### config.mk
export PLATFORM = sky130hd
export DESIGN_NAME = mem_access_serial_arbiter
export DESIGN_NICKNAME = d
export VERILOG_FILES = /design/src/rtl/mem_access_arbiter_pkg.sv /design/src/rtl/mem_access_serial_arbiter_rr_picker.sv /design/src/rtl/mem_access_serial_arbiter.sv
export SDC_FILE = /design/constraint.sdc
export NUM_CORES = 1
export LEC_CHECK = 0
export BUFFER_PORTS_ARGS = -buffer_cell sky130_fd_sc_hd__buf_2
export CORE_AREA = 8 8 357 359
export DETAILED_ROUTE_END_ITERATION = 10
export DIE_AREA = 0 0 365 367
export PLACE_DENSITY = 0.37
export SYNTH_ARGS = -nofsm -noshare
export SYNTH_HDL_FRONTEND = slang
export SYNTH_SLANG_ARGS = --single-unit
### constraint.sdc
create_clock -name i_clk -period 5.6 [get_ports i_clk]
set_input_delay 0.56 -clock i_clk [delete_from_list [all_inputs] [get_ports i_clk]]
set_output_delay 0.56 -clock i_clk [all_outputs]
set_load 0.005 [all_outputs]
### src/rtl/mem_access_arbiter_pkg.sv
// Shared types for the memory access serial arbiter, sized for the default
// 3-requester / 8-read-serial / 4-write-serial configuration.
package mem_access_arbiter_pkg;

    localparam int REQ_PORT_NUM_DEF     = 3;
    localparam int READ_SERIAL_NUM_DEF  = 8;
    localparam int WRITE_SERIAL_NUM_DEF = 4;
    localparam int PORT_READ_LIMIT_DEF  = 4;
    localparam int ADDR_WIDTH_DEF       = 32;
    localparam int LINE_WIDTH_DEF       = 128;

    typedef logic [$clog2(REQ_PORT_NUM_DEF)-1:0]     MemReqPortIndexPath;
    typedef logic [REQ_PORT_NUM_DEF-1:0]             MemReqPortOneHot;
    typedef logic [$clog2(READ_SERIAL_NUM_DEF)-1:0]  MemAccessSerial;
    typedef logic [$clog2(WRITE_SERIAL_NUM_DEF)-1:0] MemWriteSerial;

    typedef struct packed {
        logic                      valid;
        logic                      we;
        logic [ADDR_WIDTH_DEF-1:0] addr;
        logic [LINE_WIDTH_DEF-1:0] data;
    } MemArbReq;

endpackage

### src/rtl/mem_access_serial_arbiter_rr_picker.sv
// Cyclic priority picker: first eligible index at or after i_ptr, wrapping.
module mem_access_rr_picker #(
    parameter int N  = 3,
    parameter int IW = $clog2(N)
) (
    input  logic [N-1:0]  i_elig,
    input  logic [IW-1:0] i_ptr,
    output logic [IW-1:0] o_grant,
    output logic          o_valid
);

    int w_idx;

    // Walk offsets from far to near so the nearest eligible index wins last.
    always_comb begin
        o_grant = '0;
        o_valid = 1'b0;
        w_idx   = 0;
        for (int k = N - 1; k >= 0; k--) begin
            w_idx = (int'(i_ptr) + k) % N;
            if (i_elig[w_idx]) begin
                o_grant = IW'(w_idx);
                o_valid = 1'b1;
            end
        end
    end

endmodule

### src/rtl/mem_access_serial_arbiter.sv
// N-port round-robin front end to one memory port with read/write serial
// pools, owner tracking, per-port read caps and registered result routing.
module mem_access_serial_arbiter
    import mem_access_arbiter_pkg::*;
#(
    parameter int REQ_PORT_NUM     = REQ_PORT_NUM_DEF,
    parameter int READ_SERIAL_NUM  = READ_SERIAL_NUM_DEF,
    parameter int WRITE_SERIAL_NUM = WRITE_SERIAL_NUM_DEF,
    parameter int PORT_READ_LIMIT  = PORT_READ_LIMIT_DEF,
    parameter int ADDR_WIDTH       = ADDR_WIDTH_DEF,
    parameter int LINE_WIDTH       = LINE_WIDTH_DEF,
    localparam int RS = $clog2(READ_SERIAL_NUM),
    localparam int WS = $clog2(WRITE_SERIAL_NUM),
    localparam int PW = $clog2(REQ_PORT_NUM),
    localparam int CW = $clog2(PORT_READ_LIMIT + 1),
    localparam int OW = RS + 1
) (
    input  logic                               i_clk,
    input  logic                               i_rst,
    input  logic [REQ_PORT_NUM-1:0]            i_reqValid,
    input  logic [REQ_PORT_NUM-1:0]            i_reqWE,
    input  logic [REQ_PORT_NUM*ADDR_WIDTH-1:0] i_reqAddr,
    input  logic [REQ_PORT_NUM*LINE_WIDTH-1:0] i_reqData,
    output logic [REQ_PORT_NUM-1:0]            o_reqAck,
    output logic [RS-1:0]                      o_reqSerial,
    output logic [WS-1:0]                      o_reqWSerial,
    output logic                               o_memReqValid,
    output logic                               o_memReqWE,
    output logic [ADDR_WIDTH-1:0]              o_memReqAddr,
    output logic [LINE_WIDTH-1:0]              o_memReqData,
    output logic [RS-1:0]                      o_memReqSerial,
    output logic [WS-1:0]                      o_memReqWSerial,
    input  logic                               i_memReqReady,
    input  logic                               i_memReadValid,
    input  logic [RS-1:0]                      i_memReadSerial,
    input  logic [LINE_WIDTH-1:0]              i_memReadData,
    input  logic                               i_memWriteRespValid,
    input  logic [WS-1:0]                      i_memWriteRespSerial,
    output logic [REQ_PORT_NUM-1:0]            o_readResultValid,
    output logic [RS-1:0]                      o_readResultSerial,
    output logic [LINE_WIDTH-1:0]              o_readResultData,
    output logic [REQ_PORT_NUM-1:0]            o_writeRespValid,
    output logic [WS-1:0]                      o_writeRespSerial,
    output logic [OW-1:0]                      o_outstandingReads,
    output logic                               o_protocolError
);

    logic [READ_SERIAL_NUM-1:0]  r_readBusy;
    logic [PW-1:0]               r_readOwner [READ_SERIAL_NUM];
    logic [WRITE_SERIAL_NUM-1:0] r_writeBusy;
    logic [PW-1:0]               r_writeOwner [WRITE_SERIAL_NUM];
    logic [CW-1:0]               r_portCount [REQ_PORT_NUM];
    logic [PW-1:0]               r_rrPtr;
    logic [REQ_PORT_NUM-1:0]     r_readResultValid;
    logic [RS-1:0]               r_readResultSerial;
    logic [LINE_WIDTH-1:0]       r_readResultData;
    logic [REQ_PORT_NUM-1:0]     r_writeRespValid;
    logic [WS-1:0]               r_writeRespSerial;
    logic [OW-1:0]               r_outstandingReads;
    logic                        r_protocolError;

    logic                        w_live;
    logic                        w_rfree_any;
    logic [RS-1:0]               w_rfree_idx;
    logic                        w_wfree_any;
    logic [WS-1:0]               w_wfree_idx;
    logic [REQ_PORT_NUM-1:0]     w_elig;
    logic [PW-1:0]               w_win;
    logic                        w_win_vld;
    logic                        w_win_we;
    logic                        w_grant;
    logic                        w_grant_rd;
    logic                        w_grant_wr;
    logic                        w_rd_hit;
    logic [PW-1:0]               w_rd_owner;
    logic                        w_wr_hit;
    logic [PW-1:0]               w_wr_owner;
    logic [READ_SERIAL_NUM-1:0]  w_readBusy_nxt;
    logic [WRITE_SERIAL_NUM-1:0] w_writeBusy_nxt;
    logic [OW-1:0]               w_out_nxt;

    assign w_live = !i_rst;

    // Lowest-index free serial in each pool.
    always_comb begin
        w_rfree_any = 1'b0;
        w_rfree_idx = '0;
        for (int s = READ_SERIAL_NUM - 1; s >= 0; s--) begin
            if (!r_readBusy[s]) begin
                w_rfree_any = 1'b1;
                w_rfree_idx = RS'(s);
            end
        end
        w_wfree_any = 1'b0;
        w_wfree_idx = '0;
        for (int s = WRITE_SERIAL_NUM - 1; s >= 0; s--) begin
            if (!r_writeBusy[s]) begin
                w_wfree_any = 1'b1;
                w_wfree_idx = WS'(s);
            end
        end
    end

    always_comb begin
        w_elig = '0;
        for (int p = 0; p < REQ_PORT_NUM; p++) begin
            w_elig[p] = i_reqValid[p] &&
                        (i_reqWE[p] ? w_wfree_any
                                    : (w_rfree_any && (r_portCount[p] < CW'(PORT_READ_LIMIT))));
        end
    end

    mem_access_rr_picker #(.N(REQ_PORT_NUM), .IW(PW)) u_picker (
        .i_elig  (w_elig),
        .i_ptr   (r_rrPtr),
        .o_grant (w_win),
        .o_valid (w_win_vld)
    );

    assign w_win_we   = i_reqWE[w_win];
    assign w_grant    = w_win_vld && i_memReqReady && w_live;
    assign w_grant_rd = w_grant && !w_win_we;
    assign w_grant_wr = w_grant && w_win_we;

    assign w_rd_hit   = i_memReadValid && r_readBusy[i_memReadSerial];
    assign w_rd_owner = r_readOwner[i_memReadSerial];
    assign w_wr_hit   = i_memWriteRespValid && r_writeBusy[i_memWriteRespSerial];
    assign w_wr_owner = r_writeOwner[i_memWriteRespSerial];

    // Allocation uses pre-edge busy bits, so a serial freed now is reused next cycle.
    always_comb begin
        w_readBusy_nxt = r_readBusy;
        if (w_rd_hit)   w_readBusy_nxt[i_memReadSerial] = 1'b0;
        if (w_grant_rd) w_readBusy_nxt[w_rfree_idx] = 1'b1;
        w_writeBusy_nxt = r_writeBusy;
        if (w_wr_hit)   w_writeBusy_nxt[i_memWriteRespSerial] = 1'b0;
        if (w_grant_wr) w_writeBusy_nxt[w_wfree_idx] = 1'b1;
        w_out_nxt = '0;
        for (int s = 0; s < READ_SERIAL_NUM; s++) begin
            w_out_nxt = w_out_nxt + OW'(w_readBusy_nxt[s]);
        end
    end

    always_ff @(posedge i_clk or posedge i_rst) begin
        if (i_rst) begin
            r_readBusy         <= '0;
            r_writeBusy        <= '0;
            r_rrPtr            <= '0;
            r_readResultValid  <= '0;
            r_readResultSerial <= '0;
            r_readResultData   <= '0;
            r_writeRespValid   <= '0;
            r_writeRespSerial  <= '0;
            r_outstandingReads <= '0;
            r_protocolError    <= 1'b0;
            for (int s = 0; s < READ_SERIAL_NUM; s++)  r_readOwner[s]  <= '0;
            for (int s = 0; s < WRITE_SERIAL_NUM; s++) r_writeOwner[s] <= '0;
            for (int p = 0; p < REQ_PORT_NUM; p++)     r_portCount[p]  <= '0;
        end else begin
            if (w_grant) begin
                r_rrPtr <= (w_win == PW'(REQ_PORT_NUM - 1)) ? '0 : PW'(w_win + 1'b1);
            end
            if (w_grant_rd) r_readOwner[w_rfree_idx]  <= w_win;
            if (w_grant_wr) r_writeOwner[w_wfree_idx] <= w_win;
            r_readBusy         <= w_readBusy_nxt;
            r_writeBusy        <= w_writeBusy_nxt;
            r_outstandingReads <= w_out_nxt;
            for (int p = 0; p < REQ_PORT_NUM; p++) begin
                r_portCount[p] <= r_portCount[p]
                                + CW'(w_grant_rd && (w_win == PW'(p)))
                                - CW'(w_rd_hit && (w_rd_owner == PW'(p)));
            end
            r_readResultValid <= w_rd_hit ? (REQ_PORT_NUM'(1) << w_rd_owner) : '0;
            if (w_rd_hit) begin
                r_readResultSerial <= i_memReadSerial;
                r_readResultData   <= i_memReadData;
            end
            r_writeRespValid <= w_wr_hit ? (REQ_PORT_NUM'(1) << w_wr_owner) : '0;
            if (w_wr_hit) r_writeRespSerial <= i_memWriteRespSerial;
            if ((i_memReadValid && !w_rd_hit) || (i_memWriteRespValid && !w_wr_hit)) begin
                r_protocolError <= 1'b1;
            end
        end
    end

    // Combinational request path is forced quiet while reset is held.
    assign o_memReqValid      = w_win_vld && w_live;
    assign o_memReqWE         = o_memReqValid ? w_win_we : 1'b0;
    assign o_memReqAddr       = o_memReqValid ? i_reqAddr[w_win*ADDR_WIDTH +: ADDR_WIDTH] : '0;
    assign o_memReqData       = o_memReqValid ? i_reqData[w_win*LINE_WIDTH +: LINE_WIDTH] : '0;
    assign o_memReqSerial     = w_live ? w_rfree_idx : '0;
    assign o_memReqWSerial    = w_live ? w_wfree_idx : '0;
    assign o_reqSerial        = o_memReqSerial;
    assign o_reqWSerial       = o_memReqWSerial;
    assign o_reqAck           = w_grant ? (REQ_PORT_NUM'(1) << w_win) : '0;
    assign o_readResultValid  = r_readResultValid;
    assign o_readResultSerial = r_readResultSerial;
    assign o_readResultData   = r_readResultData;
    assign o_writeRespValid   = r_writeRespValid;
    assign o_writeRespSerial  = r_writeRespSerial;
    assign o_outstandingReads = r_outstandingReads;
    assign o_protocolError    = r_protocolError;

endmodule

==> impl_metrics.yaml, run 1 <==
yosys:
  synth_top_cell_by_area: "dfrtp_1"
  synthFlopType: "dfrtp_1"
  async_reset_ff_share_pct: 100
  synth-seq-area-share_pct: 42.7
  synth_nets: 1790
  netlist.area_leader.share_pct: 42.7
  avgSynthCellArea_um2: 9.75
  synth_cell_types: 53
  ys_ff_latch: 191
  syn_inst: 1148
  synth-edff-count: 0
  netlist_area_um2: 11200
  yosys_warnings: 0
  synth_area_leaders: "dfrtp_1, mux2_2, a22oi_1, a21oi_1, nand2_1"
routing:
  ant_nets: 0
  wl_per_cell_um: 21.9
  vias_per_cell: 3.54
  routed_wl_um: 80300
  first_pass_iters: 7
  vias: 13000
  drcViolationCount: 0
  drtIter0Drc: 858
cts:
  cts_buffer_depth: 2
  tritoncts: "done"
  clk_latency_ns: 0.49
  cts_root_buf: "clkbuf_16"
  htreeDepth: 4
  post_cts_resized: 0
  cts_setup_buffers: 0
  clock_sink_count: 191
  clkTransAtPathRegs_ns: 0.09
  cts_buffers: 17
  cts_hold_buf: 0
pwr:
  fin_total_pwr_w: 0.00877
  power_density_nw_per_um2: 475
  power.leakage_nw: 9.10
  ir_worst_vdd_mv: 0.250
place:
  numPortBuffers: 942
  place.gp.congestion: 0.910
  placed_area_um2: 17800
  dpl.hpwl_um: 68300
run:
  maxCapViolCount: 0
timing:
  fin_skew_ns: 0.0148
  max_freq_ghz: 0.198
  report.final.slew_viol_count: 0
  setup_viol: 0
  rsz0062_at_grt: "false"
  whs_ns: 0.213
  slew_headroom_pct: 33.4
  period_needed_ns: 5.05
  hold_viol_final: 0
  finalSetupTns_ns: 0
  tightestPinTransition_ns: 0.999
  period_share_pct: 90.1
final_layout:
  postLayoutCellArea_um2: 18500
  layout.nets: 2668
  area_growth_pct: 65.0
  layout-drive-gt1-share_pct: 57.3
grt:
  grt_overflow: 0
  grt_pass1_vias: 13800
  grt_pass1_wl_um: 108000
  grt.total_usage_pct: 11.3
  antenna_found_initial: 21
  grt_max_degree: 135
critical_path:
  endpoint_kind: "register"
  critPathLaunchType: "register"
  cp_max_fo: 9
  cp.arrival_ns: 5.44
  critical_path_class: "reg -> reg"
  required_ns: 5.99
  r2r_slack_ns: 0.55
floorplan:
  ios: 943
  initial_core_util_pct: 9.22
  fp.dieH_um: 367
  core_um2: 121000
  die_x_um: 365
  rows: 128
  die-area_um2: 134000
hold_path:
  min_path_type: "in -> async"
status:
  status: "finished clean"
per-layer routing:
layer  share of wire, %  track usage (%)  up-vias
met3                7.1             3.07       62
met5              0.055                0        -
met2                 50             19.6      562
li1                   -                -     5946
met1                 41             13.8     6431
met4                1.7             2.66        8
placed cells by master (no fill, tap or decap), types with 11 or more instances in the layout:
cell,count
ha_1,11
buf_4,14
mux2_2,152
a21oi_1,166
buf_2,942
nand2_1,187
a22oi_1,160
clkbuf_16,17
o21ai_0,14
inv_1,26
dfrtp_1,191
sequential cells by signal, summed over array words and instances, names as in the netlist, 2 cells and up:
register,cells
o_readResultData,128
r_readOwner,16
r_portCount,9
r_readBusy,8
r_writeOwner,8
o_outstandingReads,4
r_writeBusy,4
o_readResultSerial,3
o_readResultValid,3
o_writeRespValid,3
o_writeRespSerial,2
r_rrPtr,2
synthesized netlist by cell type, drive strengths merged, types with 10 or more instances:
master and n:
inv 27, dfrtp 191, nor2 10, mux2 157
o21ai 15, buf 17, a22oi 160, a21oi 166
ha 11, nand2 188, nand2b 10, clkbuf 85
report_power, final:
| group | switching (W) | internal [W] | leakage [nW] |
|---|---|---|---|
| logic | 0.00304 | 0.00202 | 6.43 |
| registers | 0.000328 | 0.00198 | 2.35 |
| clock network | 0.000754 | 0.000648 | 0.322 |
per-stage QoR:
step                      cells  setup slack [ns]  util, %
after floorplan            1148             0.785        -
after global placement     3632             0.439     14.6
after detailed placement   3632             0.427     14.6
after CTS                  3664             0.542     15.2
after global routing       3669             0.262     15.2
final                      3674             0.552     15.2
area by class of cell:
type / instances / area [um2]
sequential: 191 / 4780
tap: 1625 / 2030
timing repair buffer: 961 / 4920
clock buffer: 17 / 425
fill: 14200 / 103000
antenna: 10 / 25.0
inverter: 27 / 105
multi-input combinational: 828 / 5930
clock inverter: 15 / 245
kinds of logic (layout without fill, tap and decap cells):
kind of cell    Yosys count  after routing  share of synthesized area [%]
flops                   191            191                           42.7
mux                     167            167                           17.7
xor+xnor                  7              7                          0.548
simple gates            264            264                           10.7
other cells               0             10                              0
compound gates          372            372                           21.2
buf+inv                 129           1020                           4.65
fa+ha+maj                18             18                           2.48
final timing paths:
path,start,cells after the start,to
max in group asynchronous,i_rst,3,o_readResultData[126]
min in group i_clk,i_memReadData[113],2,o_readResultData[113]
max reg2reg,r_rrPtr[0],19,o_outstandingReads[2]
min,i_rst,2,o_readResultValid[0]
min reg2reg,o_writeRespSerial[1],2,o_writeRespSerial[1]
max,r_rrPtr[0],19,o_outstandingReads[2]
worst max-delay path, cell delays in order (launching register included):
cell and delay (ns):
dfrtp_1 0.38, inv_1 0.05, ha_1 0.39, nor2_1 0.10, a22o_1 0.21, a221oi_1 0.26, and3_4 0.31, or3b_1 0.33
nand3_1 0.26, and2_1 0.23, fa_1 0.55, inv_1 0.06, fa_1 0.51, inv_1 0.05, fa_1 0.45, inv_1 0.07
ha_1 0.17, inv_1 0.06, fa_1 0.37, xnor2_1 0.13
Note: power is estimated with default switching activity, not from simulation.
==> run 2: changes to the inputs <==
--- a/config.mk
+++ b/config.mk
@@ -5,10 +5,12 @@
 export SDC_FILE = /design/constraint.sdc
 export NUM_CORES = 1
 export LEC_CHECK = 0
+export ABC_AREA = 1
 export BUFFER_PORTS_ARGS = -buffer_cell sky130_fd_sc_hd__buf_2
-export CORE_AREA = 8 8 357 359
+export CORE_AREA = 8 8 358 360
 export DETAILED_ROUTE_END_ITERATION = 10
-export DIE_AREA = 0 0 365 367
+export DIE_AREA = 0 0 366 368
+export HOLD_SLACK_MARGIN = 0.03
 export PLACE_DENSITY = 0.37
 export SYNTH_ARGS = -nofsm -noshare
 export SYNTH_HDL_FRONTEND = slang
==> impl_metrics.yaml, run 2 <==
critical_path:
  critPathLaunch: "r_writeBusy[2]"
  cp.arrival_ns: 4.89
  required_ns: 5.95
  cp_max_fo: 9
  r2r_cells: 23
  crit_path_end: "o_outstandingReads[2]"
  critPathLaunchType: "register"
  rr_endpoint: "o_outstandingReads[2]"
  regToRegStartpoint: "r_writeBusy[2]"
  r2r_slack_ns: 1.06
  endpoint_kind: "register"
  critical_path_class: "reg -> reg"
timing:
  tightestPinTransition_ns: 0.996
  finalSetupTns_ns: 0
  report.final.slew_viol_count: 0
  rsz0062_at_grt: "false"
  slew_headroom_pct: 33.3
  max_freq_ghz: 0.220
  setup_viol: 0
  period_needed_ns: 4.54
  fin_skew_ns: 0.0137
  hold_viol_final: 0
  period_share_pct: 81.0
final_layout:
  final_core_utilization_pct: 15.5
  layout-drive-gt1-share_pct: 38.1
  final_common_cell: "nand2_1"
  fillerInstances: 14500
  largest_reg_flops: 128
  layout.nets: 3314
  mostFrequentLayoutCells: "nand2_1, buf_2, dfrtp_1"
  area_growth_pct: 59.6
pwr:
  power_frac_seq_pct: 18.7
  power.leakage_nw: 10.6
  ir_worst_vdd_mv: 0.383
  p_int_w: 0.00498
  p_sw_w: 0.00646
  combPwrFrac_pct: 69.9
  swShare_pct: 56.5
  power.share.clock_pct: 11.4
  power_density_nw_per_um2: 603
cts:
  cts_buffers: 17
  htreeDepth: 4
  clock_sink_count: 191
  cts_setup_buffers: 0
  post_cts_resized: 0
  cts_hold_buf: 0
  tritoncts: "done"
  clk_latency_ns: 0.47
  cts_root_buf: "clkbuf_16"
  clkTransAtPathRegs_ns: 0.08
  cts_buffer_depth: 2
routing:
  vias: 15500
  ant_nets: 0
  wl_per_cell_um: 22.0
  routed_wl_um: 95900
  vias_per_cell: 3.56
  drcViolationCount: 0
  drtIter0Drc: 1076
  first_pass_iters: 5
grt:
  grt_pass1_vias: 16100
  antenna_found_initial: 75
  grt_pass1_wl_um: 131000
  grt_max_degree: 78
  grt.total_usage_pct: 13.5
  grt_overflow: 0
yosys:
  netlist.area_leader.share_pct: 40.2
  ys_top_cells_by_count: "nand2_1, dfrtp_1, a31oi_1"
  syn_inst: 1801
  synth_cell_types: 40
  synth_area_leaders: "dfrtp_1, nand2_1, a31oi_1, inv_1, nand3_1"
  synth-seq-area-share_pct: 40.2
  synth_nets: 2443
  netlist_area_um2: 11900
  synth-edff-count: 0
  yosys_warnings: 0
  avgSynthCellArea_um2: 6.60
  yosysMostFrequentCell: "nand2_1"
  synthFlopType: "dfrtp_1"
  async_reset_ff_share_pct: 100
  synth_top_cell_by_area: "dfrtp_1"
  ys_ff_latch: 191
place:
  dpl.hpwl_um: 82300
  place.gp.congestion: 0.864
  numPortBuffers: 942
floorplan:
  rows: 129
  die-area_um2: 135000
  ios: 943
  initial_core_util_pct: 9.69
  core_um2: 123000
  die_x_um: 366
  fp.dieH_um: 368
run:
  maxCapViolCount: 0
hold_path:
  min_path_type: "in -> reg"
status:
  status: "finished clean"
==> run 2: cell types whose count changed after synthesis, sizes merged, moves of 55 or more <==
cell and delta:
inv +90, a21oi -157, buf +67, mux2 -157, a31oi +115, nand2 +835
clkbuf -55, a22oi -159
==> run 2: final cells by class <==
cell class              count  area, um2  area share [%]
repair buffers            966       4920            25.9
well taps                1637       2050            10.8
diodes                     29       72.6           0.383
flip-flops and latches    191       4780            25.2
clock buffers              18        439            2.32
multi-input cells        1378       6080            32.0
inverters                 118        464            2.45
clock inverters            14        170           0.897
==> run 2: worst min-delay path by stage <==
stage | start | end | slack (ns) | cells past startpoint
after detailed placement | o_readResultData[11] | o_readResultData[11] | 0.46 | 2
after global routing | i_memReadData[85] | o_readResultData[85] | 0.25 | 3
after CTS | i_memReadData[83] | o_readResultData[83] | 0.23 | 3
after global placement | o_readResultData[127] | o_readResultData[127] | 0.46 | 2
after floorplan | r_writeOwner[0] | r_writeOwner[0] | 0.44 | 2
final | i_memReadData[85] | o_readResultData[85] | 0.28 | 3
==> run 2: power groups by stage <==
stage	Combinational (W)	Sequential (W)	Clock (W)
after detailed placement	0.00832	0.00218	0
final	0.00800	0.00214	0.00131
after floorplan	0.00424	0.00217	0
after global routing	0.00894	0.00221	0.00141
after global placement	0.00837	0.00217	0
after CTS	0.00834	0.00215	0.00138
==> run 2: metal layers <==
metal	vias to the layer above	GRT usage [%]	routed length, um
met3	149	6.22	10500
met2	755	24.0	48100
met1	7074	14.2	34300
met5	-	0	378
li1	7462	-	-
met4	58	3.85	2520
==> run 2: kinds of logic (layout without fill, tap and decap cells) <==
kind of cell / after synthesis / in the layout / share of synthesized area (%)
buffers and inverters: 232 / 1116 / 8.78
other: 0 / 29 / 0
and+or+nand+nor: 1183 / 1183 / 39.4
xor gates and xnor gates: 7 / 7 / 0.516
AOI/OAI and AO/OA: 170 / 170 / 8.75
adders and majority gates: 18 / 18 / 2.34
DFF: 191 / 191 / 40.2
==> run 2: through the flow <==
stage / hold slack, ns / cell area [um2] / power [W] / setup slack, ns / cells
final: 0.276 / 19000 / 0.0114 / 1.06 / 4351
after global routing: 0.251 / 18900 / 0.0126 / 0.712 / 4332
after CTS: 0.230 / 18900 / 0.0119 / 1.00 / 4322
after detailed placement: 0.459 / 18300 / 0.0105 / 0.995 / 4290
after global placement: 0.457 / 18300 / 0.0105 / 0.987 / 4290
after floorplan: 0.442 / 11900 / 0.00641 / -0.735 / 1801
==> run 2: critical path, cell delays in order, from the launching register on <==
cell and delay, ns:
dfrtp_1 0.44, nand2_1 0.09, nor2_1 0.28, a21boi_1 0.14
nand3_1 0.12, nand3_2 0.12, a21oi_2 0.15, nand2_2 0.08
nand3_1 0.07, nand2_1 0.08, inv_2 0.14, nand4_1 0.17
nand2_1 0.12, inv_1 0.06, fa_1 0.55, inv_1 0.06
fa_1 0.49, inv_1 0.05, fa_1 0.43, inv_1 0.06
ha_1 0.15, inv_1 0.05, fa_1 0.37, xnor2_1 0.13
==> run 3: changes to the inputs <==
--- a/config.mk
+++ b/config.mk
@@ -7,11 +7,11 @@
 export LEC_CHECK = 0
 export ABC_AREA = 1
 export BUFFER_PORTS_ARGS = -buffer_cell sky130_fd_sc_hd__buf_2
-export CORE_AREA = 8 8 358 360
+export CORE_AREA = 8 8 360 362
 export DETAILED_ROUTE_END_ITERATION = 10
-export DIE_AREA = 0 0 366 368
+export DIE_AREA = 0 0 368 370
 export HOLD_SLACK_MARGIN = 0.03
-export PLACE_DENSITY = 0.37
+export PLACE_DENSITY = 0.36
 export SYNTH_ARGS = -nofsm -noshare
 export SYNTH_HDL_FRONTEND = slang
 export SYNTH_SLANG_ARGS = --single-unit
==> constraint.sdc (replaced) <==
create_clock -name i_clk -period 4.5 [get_ports i_clk]
set_input_delay 0.45 -clock i_clk [delete_from_list [all_inputs] [get_ports i_clk]]
set_output_delay 0.45 -clock i_clk [all_outputs]
set_load 0.005 [all_outputs]
==> impl_metrics.yaml, run 3 (synthesized netlist as in run 2, its figures left out) <==
status:
  status: "finished clean"
critical_path:
  cp.arrival_ns: 4.65
  critPathLaunchType: "register"
  critical_path_class: "reg -> reg"
  cp_max_fo: 5
  required_ns: 4.88
  endpoint_kind: "register"
timing:
  hold_viol_final: 0
  fin_ws_ns: 0.232
  whs_ns: 0.159
  period_share_pct: 94.8
  tightestPinTransition_ns: 0.961
  fin_skew_ns: 0.0138
  max_freq_ghz: 0.234
  setup_viol: 0
  rsz0062_at_grt: "true"
  slew_headroom_pct: 35.9
  report.final.slew_viol_count: 0
  period_needed_ns: 4.27
grt:
  grt_overflow: 0
  grt_pass1_wl_um: 141000
  grt_pass1_vias: 16500
  grt.total_usage_pct: 14.8
  grt_max_degree: 129
  antenna_found_initial: 82
routing:
  top_layer: "met5"
  wl_met3_um: 8450
  first_pass_iters: 7
  routed_wl_um: 107000
  vias: 15900
  drcViolationCount: 0
  vias_per_cell: 3.60
  m1WireLength_um: 35600
  wl_per_cell_um: 24.3
  route.met2.wl_um: 60000
  drtIter0Drc: 1067
  ant_nets: 0
run:
  maxCapViolCount: 0
final_layout:
  layout-drive-gt1-share_pct: 40.0
  layout.nets: 3352
  mostFrequentLayoutCells: "nand2_1, buf_2, dfrtp_1"
  area_growth_pct: 63.6
  final_common_cell: "nand2_1"
  largest_reg_flops: 128
cts:
  htreeDepth: 4
  clkTransAtPathRegs_ns: 0.08
  cts_buffer_depth: 2
  cts_buffers: 17
  cts_root_buf: "clkbuf_16"
  clk_latency_ns: 0.48
  clock_sink_count: 191
  tritoncts: "done"
floorplan:
  die-area_um2: 136000
  rows: 130
  initial_core_util_pct: 9.56
  die_x_um: 368
  ios: 943
  fp.dieH_um: 370
  core_um2: 124000
place:
  numPortBuffers: 942
  dpl.hpwl_um: 92700
  place.gp.congestion: 0.907
  dp_slack_ns: -0.0587
pwr:
  power.leakage_nw: 10.8
  power_density_nw_per_um2: 781
  ir_worst_vdd_mv: 0.428
hold_path:
  min_path_type: "in -> reg"
-- run 3: layout make-up --
class	count	area, um2
multi-input cells	1378	6180
clock inverters	14	141
fillers	14700	105000
diodes	30	75.1
repair buffers	1004	5300
clock buffers	18	439
flip-flops and latches	191	4780
inverters	118	467
well taps	1650	2060
-- run 3: timing repair --
| action | CTS | global route |
|---|---|---|
| hold buffers | 0 | 0 |
| buffers inserted | 0 | 9 |
| resized for setup | 2 | 35 |
| endpoints found under the setup margin | 1 | 2 |
| pin swaps | 0 | 21 |
-- run 3: worst paths after layout --
path,cells past startpoint,end,from,slack (ns)
worst max register to register,25,o_outstandingReads[1],r_readBusy[1],0.23
worst min register to register,1,o_protocolError,o_protocolError,0.47
worst min-delay path,3,o_readResultData[60],i_memReadData[60],0.16
min in group asynchronous,3,r_portCount[2],i_rst,0.26
max in group asynchronous,4,o_readResultData[48],i_rst,2.82
worst max-delay path,25,o_outstandingReads[1],r_readBusy[1],0.23
-- run 3: through the flow --
stage               power, W  TNS, ns  cell area, um2  utilization (%)  std cells
CTS                   0.0158        0           19200             15.4       4364
floorplan            0.00799   -14.02           11900                -       1801
finish                0.0152        0           19400             15.6       4403
detailed placement    0.0141   -0.116           18600             15.0       4332
global placement      0.0141  -0.0760           18600             15.0       4332
global route          0.0166  -0.0171           19400             15.6       4380
-- run 3: per-layer routing --
layer	vias to the layer above	track usage [%]
met1	7417	13.8
met4	36	3.51
met5	-	0
li1	7534	-
met3	159	5.55
met2	718	30.1
-- run 3: worst max-delay path, stage by stage (launching register included) --
cell	delay, ns
dfrtp_1	0.37
nand2_2	0.08
nor2_4	0.15
nand2_4	0.10
nand2_4	0.08
nand2_4	0.07
nand3_4	0.09
nand3_4	0.10
a21oi_2	0.16
nand2_2	0.09
nand3_2	0.07
nand2_2	0.07
inv_4	0.08
nand4_1	0.10
nand2_1	0.13
inv_2	0.05
fa_1	0.55
inv_2	0.04
fa_1	0.50
inv_1	0.05
fa_1	0.42
inv_1	0.07
ha_2	0.17
inv_2	0.04
fa_2	0.51
inv_1	0.04
-- run 3: power breakdown --
group,leakage (nW),internal [W],switching (W)
logic,8.14,0.00341,0.00753
clock network,0.290,0.000757,0.000832
registers,2.39,0.00233,0.000332
